===== config.mk =====
export PLATFORM = sky130hd
export DESIGN_NAME = mvm_ctrl_seq
export DESIGN_NICKNAME = d
export VERILOG_FILES = /design/src/rtl/mvm_pkg.sv /design/src/rtl/mvm_wait_timer.sv /design/src/rtl/mvm_ctrl_seq.sv
export SDC_FILE = /design/constraint.sdc
export NUM_CORES = 1
export LEC_CHECK = 0
export CORE_UTILIZATION = 55
export DETAILED_ROUTE_END_ITERATION = 10
export DONT_BUFFER_PORTS = 1
export HOLD_SLACK_MARGIN = 0.05
export PLACE_DENSITY_LB_ADDON = 0.25
export SYNTH_ARGS = -nofsm -noshare
export SYNTH_HDL_FRONTEND = slang
export SYNTH_SLANG_ARGS = --single-unit

===== constraint.sdc =====
create_clock -name clk -period 1.85 [get_ports clk]
set_input_delay 0.37 -clock clk [delete_from_list [all_inputs] [get_ports clk]]
set_output_delay 0.37 -clock clk [all_outputs]
set_load 0.01 [all_outputs]

===== src/rtl/mvm_pkg.sv =====
// ---------------------------------------------------------------------------
// mvm_pkg
// Shared types and default constants for the multi-crossbar MVM control
// sequencer and its wait timer.
//   mvm_state_e : sequencer FSM states
//   mvm_mode_e  : operation requested with start (compute / program weights)
//   DEF_*       : default parameter values
//   wait_cnt_width() : settle-timer counter width, never below one bit
// ---------------------------------------------------------------------------
package mvm_pkg;

   localparam int DEF_N_SIZE     = 4;
   localparam int DEF_NUM_XBAR   = 4;
   localparam int DEF_NUM_SLICES = 16;
   localparam int DEF_WAIT_CYC   = 2;

   typedef enum logic [2:0] {
      IDLE,
      FETCH,
      PROG,
      RD,
      CALC,
      WAIT,
      SUM,
      DONE
   } mvm_state_e;

   typedef enum logic {
      MVM_COMPUTE = 1'b0,
      MVM_PROGRAM = 1'b1
   } mvm_mode_e;

   // A zero-cycle settle still needs a legal one-bit counter.
   function automatic int wait_cnt_width(input int wait_cyc);
      return (wait_cyc > 0) ? $clog2(wait_cyc + 1) : 1;
   endfunction

endpackage


===== src/rtl/mvm_wait_timer.sv =====
// ---------------------------------------------------------------------------
// mvm_wait_timer
// Loadable down-counter timing the crossbar settle phase.
//   clk, rst_n : core clock, asynchronous active-low reset
//   load       : load WAIT_CYC-1 (asserted while the sequencer is in CALC)
//   active     : sequencer is in WAIT; counter decrements each cycle
//   expired    : high on the last WAIT cycle
// ---------------------------------------------------------------------------
module mvm_wait_timer
   import mvm_pkg::*;
#(
   parameter int WAIT_CYC = DEF_WAIT_CYC
) (
   input  logic clk,
   input  logic rst_n,
   input  logic load,
   input  logic active,
   output logic expired
);

   localparam int             CNT_W    = wait_cnt_width(WAIT_CYC);
   localparam logic [CNT_W-1:0] LOAD_VAL = (WAIT_CYC > 0) ? CNT_W'(WAIT_CYC - 1) : '0;

   logic [CNT_W-1:0] cnt;

   always_ff @(posedge clk or negedge rst_n) begin
      if (!rst_n) begin
         cnt <= '0;
      end else if (load) begin
         cnt <= LOAD_VAL;
      end else if (active && (cnt != '0)) begin
         cnt <= cnt - 1'b1;
      end
   end

   assign expired = active && (cnt == '0);

endmodule


===== src/rtl/mvm_ctrl_seq.sv =====
// ---------------------------------------------------------------------------
// mvm_ctrl_seq
// Multi-crossbar MVM control sequencer. Steps input bit-slices through
// fetch/read/compute/settle/accumulate, or streams weight-program slices.
// All-zero slices (per channel skip) are bypassed without computing.
//   clk, rst_n : core clock, asynchronous active-low reset
//   start      : op request, sampled in IDLE only
//   mode       : 0 compute, 1 program weights (latched with start)
//   xbar_mask  : participating channels (latched with start)
//   abort      : synchronous cancel, highest priority
//   skip       : per-channel "current slice all-zero", sampled in RD
//   counter    : current slice index
//   fetch, rd_en, waiting, prog_wt : phase strobes
//   calc, up_sum : per-channel compute / accumulate strobes
//   get_ready, done : completion pulses;  busy : not IDLE
// ---------------------------------------------------------------------------
module mvm_ctrl_seq
   import mvm_pkg::*;
#(
   parameter int N_SIZE     = DEF_N_SIZE,
   parameter int NUM_XBAR   = DEF_NUM_XBAR,
   parameter int NUM_SLICES = DEF_NUM_SLICES,
   parameter int WAIT_CYC   = DEF_WAIT_CYC
) (
   input  logic                clk,
   input  logic                rst_n,
   input  logic                start,
   input  logic                mode,
   input  logic [NUM_XBAR-1:0] xbar_mask,
   input  logic                abort,
   input  logic [NUM_XBAR-1:0] skip,
   output logic [N_SIZE-1:0]   counter,
   output logic                fetch,
   output logic                rd_en,
   output logic [NUM_XBAR-1:0] calc,
   output logic                waiting,
   output logic [NUM_XBAR-1:0] up_sum,
   output logic                prog_wt,
   output logic                get_ready,
   output logic                busy,
   output logic                done
);

   localparam logic [N_SIZE-1:0] LAST_SLICE = N_SIZE'(NUM_SLICES - 1);

   mvm_state_e          state, state_next;
   mvm_mode_e           mode_q;
   logic [NUM_XBAR-1:0] act_mask;
   logic [NUM_XBAR-1:0] skip_q;
   logic [N_SIZE-1:0]   counter_next;
   logic [NUM_XBAR-1:0] eff;
   logic                last_slice;
   logic                wait_expired;

   // Channels that actually compute the current slice.
   assign eff        = act_mask & ~skip_q;
   assign last_slice = (counter == LAST_SLICE);

   mvm_wait_timer #(
      .WAIT_CYC (WAIT_CYC)
   ) u_wait_timer (
      .clk     (clk),
      .rst_n   (rst_n),
      .load    (state == CALC),
      .active  (state == WAIT),
      .expired (wait_expired)
   );

   // NOTE: registers use non-blocking assignments so every flop samples the
   // pre-edge value of every other flop, independent of statement order.
   always_ff @(posedge clk or negedge rst_n) begin
      if (!rst_n) begin
         state    <= IDLE;
         counter  <= '0;
         mode_q   <= MVM_COMPUTE;
         act_mask <= '0;
         skip_q   <= '0;
      end else begin
         state   <= state_next;
         counter <= counter_next;
         if (state == IDLE && start) begin
            mode_q   <= mvm_mode_e'(mode);
            act_mask <= xbar_mask;
         end
         if (state == RD) begin
            skip_q <= skip;
         end
      end
   end

   // NOTE: both next-state values get a default first so no path through the
   // case leaves them unassigned, which would otherwise infer a latch.
   always_comb begin
      state_next   = state;
      counter_next = counter;
      unique case (state)
         IDLE: begin
            if (start) begin
               if (xbar_mask == '0) begin
                  state_next = DONE;
               end else begin
                  state_next   = FETCH;
                  counter_next = '0;
               end
            end
         end
         FETCH: begin
            counter_next = '0;
            state_next   = (mode_q == MVM_PROGRAM) ? PROG : RD;
         end
         PROG: begin
            if (last_slice) begin
               state_next = DONE;
            end else begin
               counter_next = counter + 1'b1;
            end
         end
         RD: begin
            // Decision uses the live skip; skip_q holds it for CALC/SUM.
            if ((act_mask & ~skip) == '0) begin
               if (last_slice) begin
                  state_next = DONE;
               end else begin
                  counter_next = counter + 1'b1;
               end
            end else begin
               state_next = CALC;
            end
         end
         CALC: begin
            state_next = (WAIT_CYC > 0) ? WAIT : SUM;
         end
         WAIT: begin
            if (wait_expired) begin
               state_next = SUM;
            end
         end
         SUM: begin
            if (last_slice) begin
               state_next = DONE;
            end else begin
               counter_next = counter + 1'b1;
               state_next   = RD;
            end
         end
         DONE: begin
            state_next = IDLE;
         end
         default: begin
            state_next = IDLE;
         end
      endcase

      if (abort && state != IDLE) begin
         state_next   = IDLE;
         counter_next = '0;
      end
   end

   assign fetch     = (state == FETCH);
   assign rd_en     = (state == RD);
   assign calc      = (state == CALC) ? eff : '0;
   assign waiting   = (state == WAIT);
   assign up_sum    = (state == SUM) ? eff : '0;
   assign prog_wt   = (state == PROG);
   assign get_ready = (state == DONE);
   assign done      = (state == DONE);
   assign busy      = (state != IDLE);

endmodule

======== Word-level counts from Yosys, hierarchy flattened ========
Index checks and enable logic that the tools add are counted.
operators by class
  bitwise logic cells ..................... 4
  $add $sub $neg .......................... 2
  reductions and logical operators ........ 15
  eq/ne operators ......................... 12
  mux-type cells .......................... 19
operator list
  cell                                                                     number
  4-bit two-way mux                                                        7
  3-bit case mux with 8 select lines                                       1
  3-bit two-way mux                                                        7
  4-bit case mux with 4 select lines                                       1
  3-bit equality test, second input constant                               4
  4-bit AND                                                                2
  4-bit logical NOT                                                        2
  4-bit NOT                                                                2
  3-bit by 2-bit equality test with 1-bit output, second input constant    2
  3-bit by 2-bit inequality test with 1-bit output, second input constant  2
  5-bit nonzero test                                                       1
  4-bit by 1-bit adder with 4-bit output, second input constant            1
  4-bit equality test, second input constant                               1
  1-bit logical AND                                                        4
  2-bit two-way mux                                                        2
  4-bit AND reduction                                                      1
  2-bit nonzero test                                                       2
  3-bit by 1-bit equality test with 1-bit output, second input constant    1
  3-bit logical NOT                                                        1
  3-bit by 1-bit inequality test with 1-bit output, second input constant  1
  3-bit inequality test, second input constant                             1
  3-bit nonzero test                                                       1
  2-bit logical NOT                                                        1
  2-bit AND reduction                                                      1
  other kinds (3)                                                          3
storage, ports and cells
  register bits ........................... 18
  word-level logic and storage cells ...... 58
  output and inout bits ................... 19

======== Depth between registers and ports, before layout ========
Gate-level depths: netlist of the first run.
  word-level depth ........................ 6
  depth in mapped cells ................... 6
  gate-level depth less buffers ........... 6

======== By module ========
From an unflattened synthesis of the first run, not the netlist that was laid out.
unflattened totals
  cells, all modules ...................... 117
  area, all modules ....................... 1,114.8 µm²
modules (own cells, without submodules)
  module          sequential area each (µm²)  cells an instance  instances  area an instance (µm²)
  mvm_ctrl_seq    400.4                       105                1          991.0
  mvm_wait_timer  50.0                        12                 1          123.9

======== Worst setup path before layout of the first run ========
Ideal clock, no wire load.
  path type ............................... reg-to-reg
  start point ............................. register counter[0]
  end point ............................... register counter[2]
  data arrival time ....................... 1,724 ps
  period minus slack after synthesis ...... 1,850 ps
  path buffers ............................ 0
  data required time ...................... 1,724 ps
  stages on the path, launching flop included .. 6
  slack ................................... 0 ps
  path through ............................ dfrtp_1 ha_1 and3_1 o311a_4 or2_4 a311o_1
between the ends
  word-level cells in the longest chain between the ends .. 5
  elaborated cells between the ends (all ways) .. 6
  classes of those cells .................. add/sub (1); eq/ne (1); mux (4)
ends and longest elaborated chain
  what                                                                           line                                                           source
  start: declaration                                                             mvm_ctrl_seq.sv:32                                             output logic [N_SIZE-1:0] counter,
  start signal: assignment                                                       mvm_ctrl_seq.sv:80                                             counter <= counter_next;
  4-bit by 1-bit adder with 4-bit output or 4-bit equality test (tied branches)  n/a
  4-bit two-way mux *                                                            mvm_ctrl_seq.sv:112, mvm_ctrl_seq.sv:121, mvm_ctrl_seq.sv:139
  4-bit two-way mux                                                              mvm_ctrl_seq.sv:120                                            if ((act_mask & ~skip) == '0) begin
  4-bit case mux with 4 select lines *                                           mvm_ctrl_seq.sv:96                                             unique case (state)
  4-bit two-way mux *                                                            mvm_ctrl_seq.sv:154                                            if (abort && state != IDLE) begin
Mark *: on every way between the ends. The rest lies on a longest branch, timed or not. The select of a mux whose other input is x is not followed.
A chain may end at the register's enable or synchronous reset.

======== Worst setup path after layout of the first run ========
Ends and elaborated chain as after synthesis.

==> impl_metrics.yaml, run 1 <==
worst_setup_path:
  worst_ep_required_time_ns: 2.04
  path_cells: "ha_2, and3_1, o311a_4, or2_4, a311o_1"
  crit_type: "reg2reg"
  reg2reg_setup_slack_ns: 0.04
  cp-end-kind: "flop"
  cp_slowest_cell: "dfrtp_1"
  slowest_delay_ns: 0.40
  startpoint_type: "flop"
  path_max_fanout: 4
  critical_path.endpoint: "counter[2]"
  crit_arrival_ns: 2.00
  worst-r2r-cell-count: 5
  crit_start: "counter[0]"
  r2r_start: "counter[0]"
  r2r-end: "counter[2]"
detailed_routing:
  totalWireLength_um: 2280
  vias_per_cell: 6.06
  first_iter_violations: 40
  num_vias: 860
  antenna_left: 0
  drt_pass1_iterations: 4
  drc: 0
  wire_per_inst_um: 16.1
sta:
  setup_viol: 0
  period_minus_slack_ns: 1.81
  period_share_pct: 98.0
  worst_slew_pin_slew_ns: 0.816
  hold_violations: 0
  maxSlewViolCount: 0
  max_freq_ghz: 0.552
  timing.setup.tns_ns: 0
  slew-limit-headroom_pct: 45.4
  finClkSkew_ns: 0.00290
clocking:
  cts_sinks: 18
  clockBufferDepth: 2
  clk_pin_slew_ns: 0.10
  cts_max_level: 1
  clock_latency_ns: 0.30
  cts_root_buffer: "clkbuf_4"
  cts_tree: "yes"
  numCtsBuffers: 3
min_path:
  hold_depth: 1
  hold_path.class: "in2reg"
placed_design:
  dp.cells: 135
  hpwl_um: 1740
  gp_congestion: 0.984
  port-buffer-count: 0
logic_synthesis:
  syn_inst: 108
  ys_seq_area_share_pct: 41.9
  synth-edff-count: 0
  syn_area_mm2: 0.00108
  synth_nets: 123
  synthFlopType: "dfrtp_1"
  ys_ff_latch: 18
  async_flop_share_pct: 100
  synth_area_per_cell_um2: 9.96
  synth_cell_types: 42
  ys_warn_count: 0
floorplanning:
  core_area_mm2: 0.00178
  die_w_um: 46.2
  rows: 15
  die_area_mm2: 0.00214
  ioPinCount: 32
  start_util_pct: 60.4
  dieHeight_um: 46.2
final_layout:
  area_growth_pct: 12.7
  final_nets: 133
  drive_above_1_share_pct: 27.4
  layout.cells.non_filler: 142
  num_antenna_cells: 0
  final_common_cell: "dfrtp_1"
  mostFrequentLayoutCells: "dfrtp_1, nand2_1, buf_4"
global_routing:
  grtUsageMet3_pct: 9.41
  grt_util_all_layers_pct: 23.4
  grt_pass1_vias: 814
  gr-max-usage-layer: "met2"
  grt_use_met2_pct: 36.6
  grt_pass1_wl_um: 3450
  antenna_found_initial: 0
  met1_usage_pct: 27.9
  grt_overflow_total: 0
  grt_max_degree: 19
run_status:
  status: "completed"
power_and_ir_drop:
  irDropWorstVdd_v: 0.000791
  p_per_area_mw_per_mm2: 1570
  p_leak_nw: 0.516
  finalPower_mw: 1.90
job:
  drv_cap: 0
-- worst max-delay path: cells and delay by family, from the launching register on --
kind / cells / cell delay (ns)
simple gates: 2 / 0.46
flops: 1 / 0.40
fa+ha+maj: 1 / 0.21
compound gates: 2 / 0.63
-- registers in the layout, indices dropped and copies added, names as in the netlist --
name,flops
skip_q,4
counter,4
u_wait_timer.cnt,2
mode_q,1
state,3
act_mask,4
-- area by class of cell --
class                           instances  area (um2)
Inverter                                4        15.0
Tap cell                               25        31.3
Clock buffer                            4        36.3
Fill cell                             154         571
Sequential cell                        18         452
Timing Repair Buffer                    9        70.1
Multi-Input combinational cell         82         608
-- metal layers --
| metal | vias to the layer above | wire (um) |
|---|---|---|
| met3 | 9 | 172 |
| met5 | - | 0 |
| met2 | 40 | 1160 |
| met4 | 0 | 49 |
| met1 | 410 | 894 |
| li1 | 401 | - |
-- cell families after synthesis --
logic type,count (synthesis),share of synthesized area (%)
XOR/XNOR,1,0.814
AO/OA/AOI/OAI,17,14.4
buffers and inverters,8,3.26
flip-flops,18,41.9
AND/OR/NAND/NOR,52,27.0
multiplexers,10,10.3
adder cells (fa/ha/maj),2,2.33
-- synthesized netlist by cell type, types with 2 or more instances --
master / number / area (um2)
inv_1: 3 / 11.3
nor3b_1: 2 / 15.0
a21oi_1: 4 / 20.0
nor2_1: 12 / 45.0
nand2b_1: 7 / 43.8
clkbuf_1: 2 / 7.51
mux2_1: 4 / 45.0
ha_1: 2 / 25.0
and3_1: 2 / 12.5
nor2b_1: 3 / 18.8
dfrtp_1: 18 / 450
mux2_2: 5 / 56.3
nand2_1: 10 / 37.5
or3_1: 2 / 12.5
nand3b_1: 3 / 22.5
nand3_1: 3 / 15.0
-- through the flow --
stage | cell area [um2] | hold WS, ns | worst slack, ns | util [%]
finish | 1210 | 0.176 | 0.0378 | 68.0
global route | 1210 | 0.176 | -0.00597 | 68.0
CTS | 1200 | 0.166 | 0.0395 | 67.2
detailed placement | 1130 | 0.0748 | 0.0576 | 63.6
global placement | 1130 | 0.0748 | 0.101 | 63.6
floorplan | 1080 | 0.0744 | 0.0329 | -
-- how the worst min path moves through the flow --
stage	start	endpoint	slack (ns)
after global placement	rst_n	skip_q[1]	0.07
final	abort	state[2]	0.18
after detailed placement	rst_n	skip_q[1]	0.07
after floorplan	rst_n	act_mask[0]	0.07
after CTS	abort	state[2]	0.17
after global routing	abort	state[2]	0.18
-- report_power, final --
part / switching [mW] / total (mW) / internal, mW / leakage (nW)
clock: 0.124 / 0.244 / 0.120 / 0.0210
sequential: 0.135 / 0.693 / 0.558 / 0.222
combinational: 0.516 / 0.963 / 0.448 / 0.273
total: 0.774 / 1.90 / 1.13 / 0.516
-- repair_timing --
| action | 4_1_cts | 5_1_grt |
|---|---|---|
| endpoints found under the hold margin | 18 | 0 |
| setup endpoints to repair | 5 | 2 |
| gates resized for setup | 7 | 0 |
| buffers inserted | 0 | 2 |
| hold buffers | 1 | 0 |
(Power assumes the default switching activity.)
==> run 2: changes to the inputs <==
--- a/config.mk
+++ b/config.mk
@@ -5,7 +5,8 @@
 export SDC_FILE = /design/constraint.sdc
 export NUM_CORES = 1
 export LEC_CHECK = 0
-export CORE_UTILIZATION = 55
+export ABC_AREA = 1
+export CORE_UTILIZATION = 52
 export DETAILED_ROUTE_END_ITERATION = 10
 export DONT_BUFFER_PORTS = 1
 export HOLD_SLACK_MARGIN = 0.05
==> run 2 against run 1 <==
Effect of this change:
- hold slack improved by 0.042 ns
- register-to-register slack better by 0.32 ns
- non-clock buffer count fell by 8
- global-route usage fell by 2.1 points
- wire length grew 2.5%
- sequential cell count unchanged
- design area shrank 0.10%
- synthesized area is 0.12% lower
- critical path depth down 2
- via count is 11% higher
- die area grew 5.4%
- fmax grew 2.1%
- critical endpoint is now calc[3]
- largest cell class unchanged
- largest power group unchanged
==> impl_metrics.yaml, run 2 <==
run_status:
  status: "completed"
clocking:
  clk_pin_slew_ns: 0.10
  numCtsBuffers: 3
  cts_max_level: 1
  cts_tree: "yes"
  cts_sinks: 18
  cts_root_buffer: "clkbuf_4"
  clock_latency_ns: 0.29
  clockBufferDepth: 2
logic_synthesis:
  synth-edff-count: 0
  syn_area_mm2: 0.00107
  ys_warn_count: 0
  yosys.area.top_type: "dfrtp_1"
  syn_inst: 146
  ys_seq_area_share_pct: 41.9
  synth_most_common_cell: "nand2_1"
  synth_nets: 161
  synthTopCellsByArea: "dfrtp_1, nand2_1, inv_1"
  synth_cell_types: 25
  synth_area_per_cell_um2: 7.36
  synth_top_area_share_pct: 41.9
  synthTopCellsByCount: "nand2_1, dfrtp_1, inv_1"
  async_flop_share_pct: 100
  ys_ff_latch: 18
  synthFlopType: "dfrtp_1"
worst_setup_path:
  critical-path-top-delay-family: "simple AND/OR/NAND/NOR gates"
  path_cells: "nor2_2, nand2_2, nor3_2"
  path_depth: 3
  crit_buf_inv: 0
  reg2reg_setup_slack_ns: 0.36
  slowest_delay_ns: 0.47
  cp-end-kind: "primary output"
  r2r_start: "state[2]"
  cp_slowest_cell: "dfrtp_1"
  worst-r2r-cell-count: 7
  critical_path.endpoint: "calc[3]"
  worst_ep_required_time_ns: 1.48
  startpoint_type: "flop"
  crit_arrival_ns: 1.40
  r2r-end: "state[2]"
  crit_start: "state[1]"
  crit_type: "reg2out"
  path_max_fanout: 7
final_layout:
  finalInstanceArea_mm2: 0.00121
  mostFrequentLayoutCells: "nand2_1, inv_1, dfrtp_1"
  final_nets: 166
  final_common_cell: "nand2_1"
  reg_top3: "act_mask: 4 flops, counter: 4 flops, skip_q: 4 flops"
  drive_above_1_share_pct: 20.7
  area_growth_pct: 12.7
  num_antenna_cells: 0
floorplanning:
  core_area_mm2: 0.00196
  dieHeight_um: 47.5
  die_area_mm2: 0.00225
  ioPinCount: 32
  die_w_um: 47.5
  start_util_pct: 54.8
  rows: 16
sta:
  period_minus_slack_ns: 1.77
  max_freq_ghz: 0.564
  period_share_pct: 95.9
  rsz0062_at_grt: "yes"
  maxSlewViolCount: 0
  hold_violations: 0
  finClkSkew_ns: 0.00193
  slew-limit-headroom_pct: 46.9
  worst_slew_pin_slew_ns: 0.794
  setup_viol: 0
  timing.final.ws_setup_ns: 0.0758
placed_design:
  hpwl_um: 1760
  pre_cts_slack_ns: 0.287
  port-buffer-count: 0
  post_dp_cell_area_mm2: 0.00110
  gp_congestion: 0.800
min_path:
  hold_path.class: "in2reg"
global_routing:
  grt_pass1_wl_um: 3280
  grt_overflow_total: 0
  antenna_found_initial: 0
  grt_util_all_layers_pct: 21.3
  grt_pass1_vias: 786
  grt_max_degree: 19
detailed_routing:
  wire_per_inst_um: 13.2
  first_iter_violations: 19
  antenna_left: 0
  num_vias: 952
  vias_per_cell: 5.38
  drt_pass1_iterations: 4
  totalWireLength_um: 2340
  drc: 0
power_and_ir_drop:
  p_per_area_mw_per_mm2: 1500
  p_leak_nw: 0.614
  irDropWorstVdd_v: 0.000655
job:
  drv_cap: 0
[run 2: changes by cell type after synthesis, moves of 4 or more]
cell      change
nand2_1      +28
inv_1        +15
nor3_1       +10
o21ai_0       +8
nand2b_1      -7
nand3_1       +7
mux2_2        -5
nand2_2       +4
[run 2: stage by stage]
stage | hold slack (ns) | cells | total power [mW] | utilization (%) | setup TNS [ns]
5_1_grt | 0.199 | 177 | 1.99 | 61.7 | -0.0285
2_1_floorplan | 0.0744 | 146 | 1.32 | - | 0
4_1_cts | 0.215 | 177 | 1.74 | 58.5 | -0.191
3_5_place_dp | 0.0749 | 172 | 1.49 | 56.1 | 0
3_3_place_gp | 0.0748 | 172 | 1.45 | 56.1 | 0
6_report | 0.218 | 177 | 1.82 | 61.7 | 0
[run 2: worst min path at each step]
stage                     start     endpoint  slack (ns)  cells after the start
after floorplan           rst_n  act_mask[0]        0.07                      0
after global placement    rst_n    skip_q[3]        0.07                      0
after detailed placement  rst_n    skip_q[2]        0.07                      0
after CTS                  mode       mode_q        0.21                      1
after global routing       mode       mode_q        0.20                      1
final                      mode       mode_q        0.22                      1
[run 2: layout make-up]
cell class | count | area [um2]
tap | 27 | 33.8
clock buffer | 4 | 36.3
timing repair buffer | 1 | 10.0
sequential | 18 | 450
multi-input combinational | 106 | 602
fill | 187 | 751
inverter | 21 | 78.8
[run 2: cell families (layout without fill, tap and decap cells)]
group | Yosys count | after routing | share of synthesized area (%)
compound gates | 17 | 17 | 8.73
xor+xnor | 1 | 1 | 0.815
buf+inv | 22 | 26 | 8.03
mux | 1 | 1 | 1.05
flops | 18 | 18 | 41.9
fa+ha+maj | 2 | 2 | 2.33
simple gates | 85 | 85 | 37.1
[run 2: layer usage]
metal  global-route usage (%)  share of wire, %
met5                        0                 0
met4                     8.57               1.4
met3                     5.66               6.8
met2                     34.2                49
met1                     27.3                43
[run 2: power by group]
part | internal, mW | switching (mW) | leakage [nW] | total, mW
Sequential | 0.550 | 0.181 | 0.226 | 0.731
Clock | 0.120 | 0.122 | 0.0210 | 0.242
Combinational | 0.263 | 0.579 | 0.367 | 0.842
[run 2: repair_timing]
action	CTS	global route
setup buffers	0	0
endpoints found under the hold margin	18	0
hold buffers	1	0
gates resized for setup	0	13
cloned	0	0
setup endpoints to repair	4	8
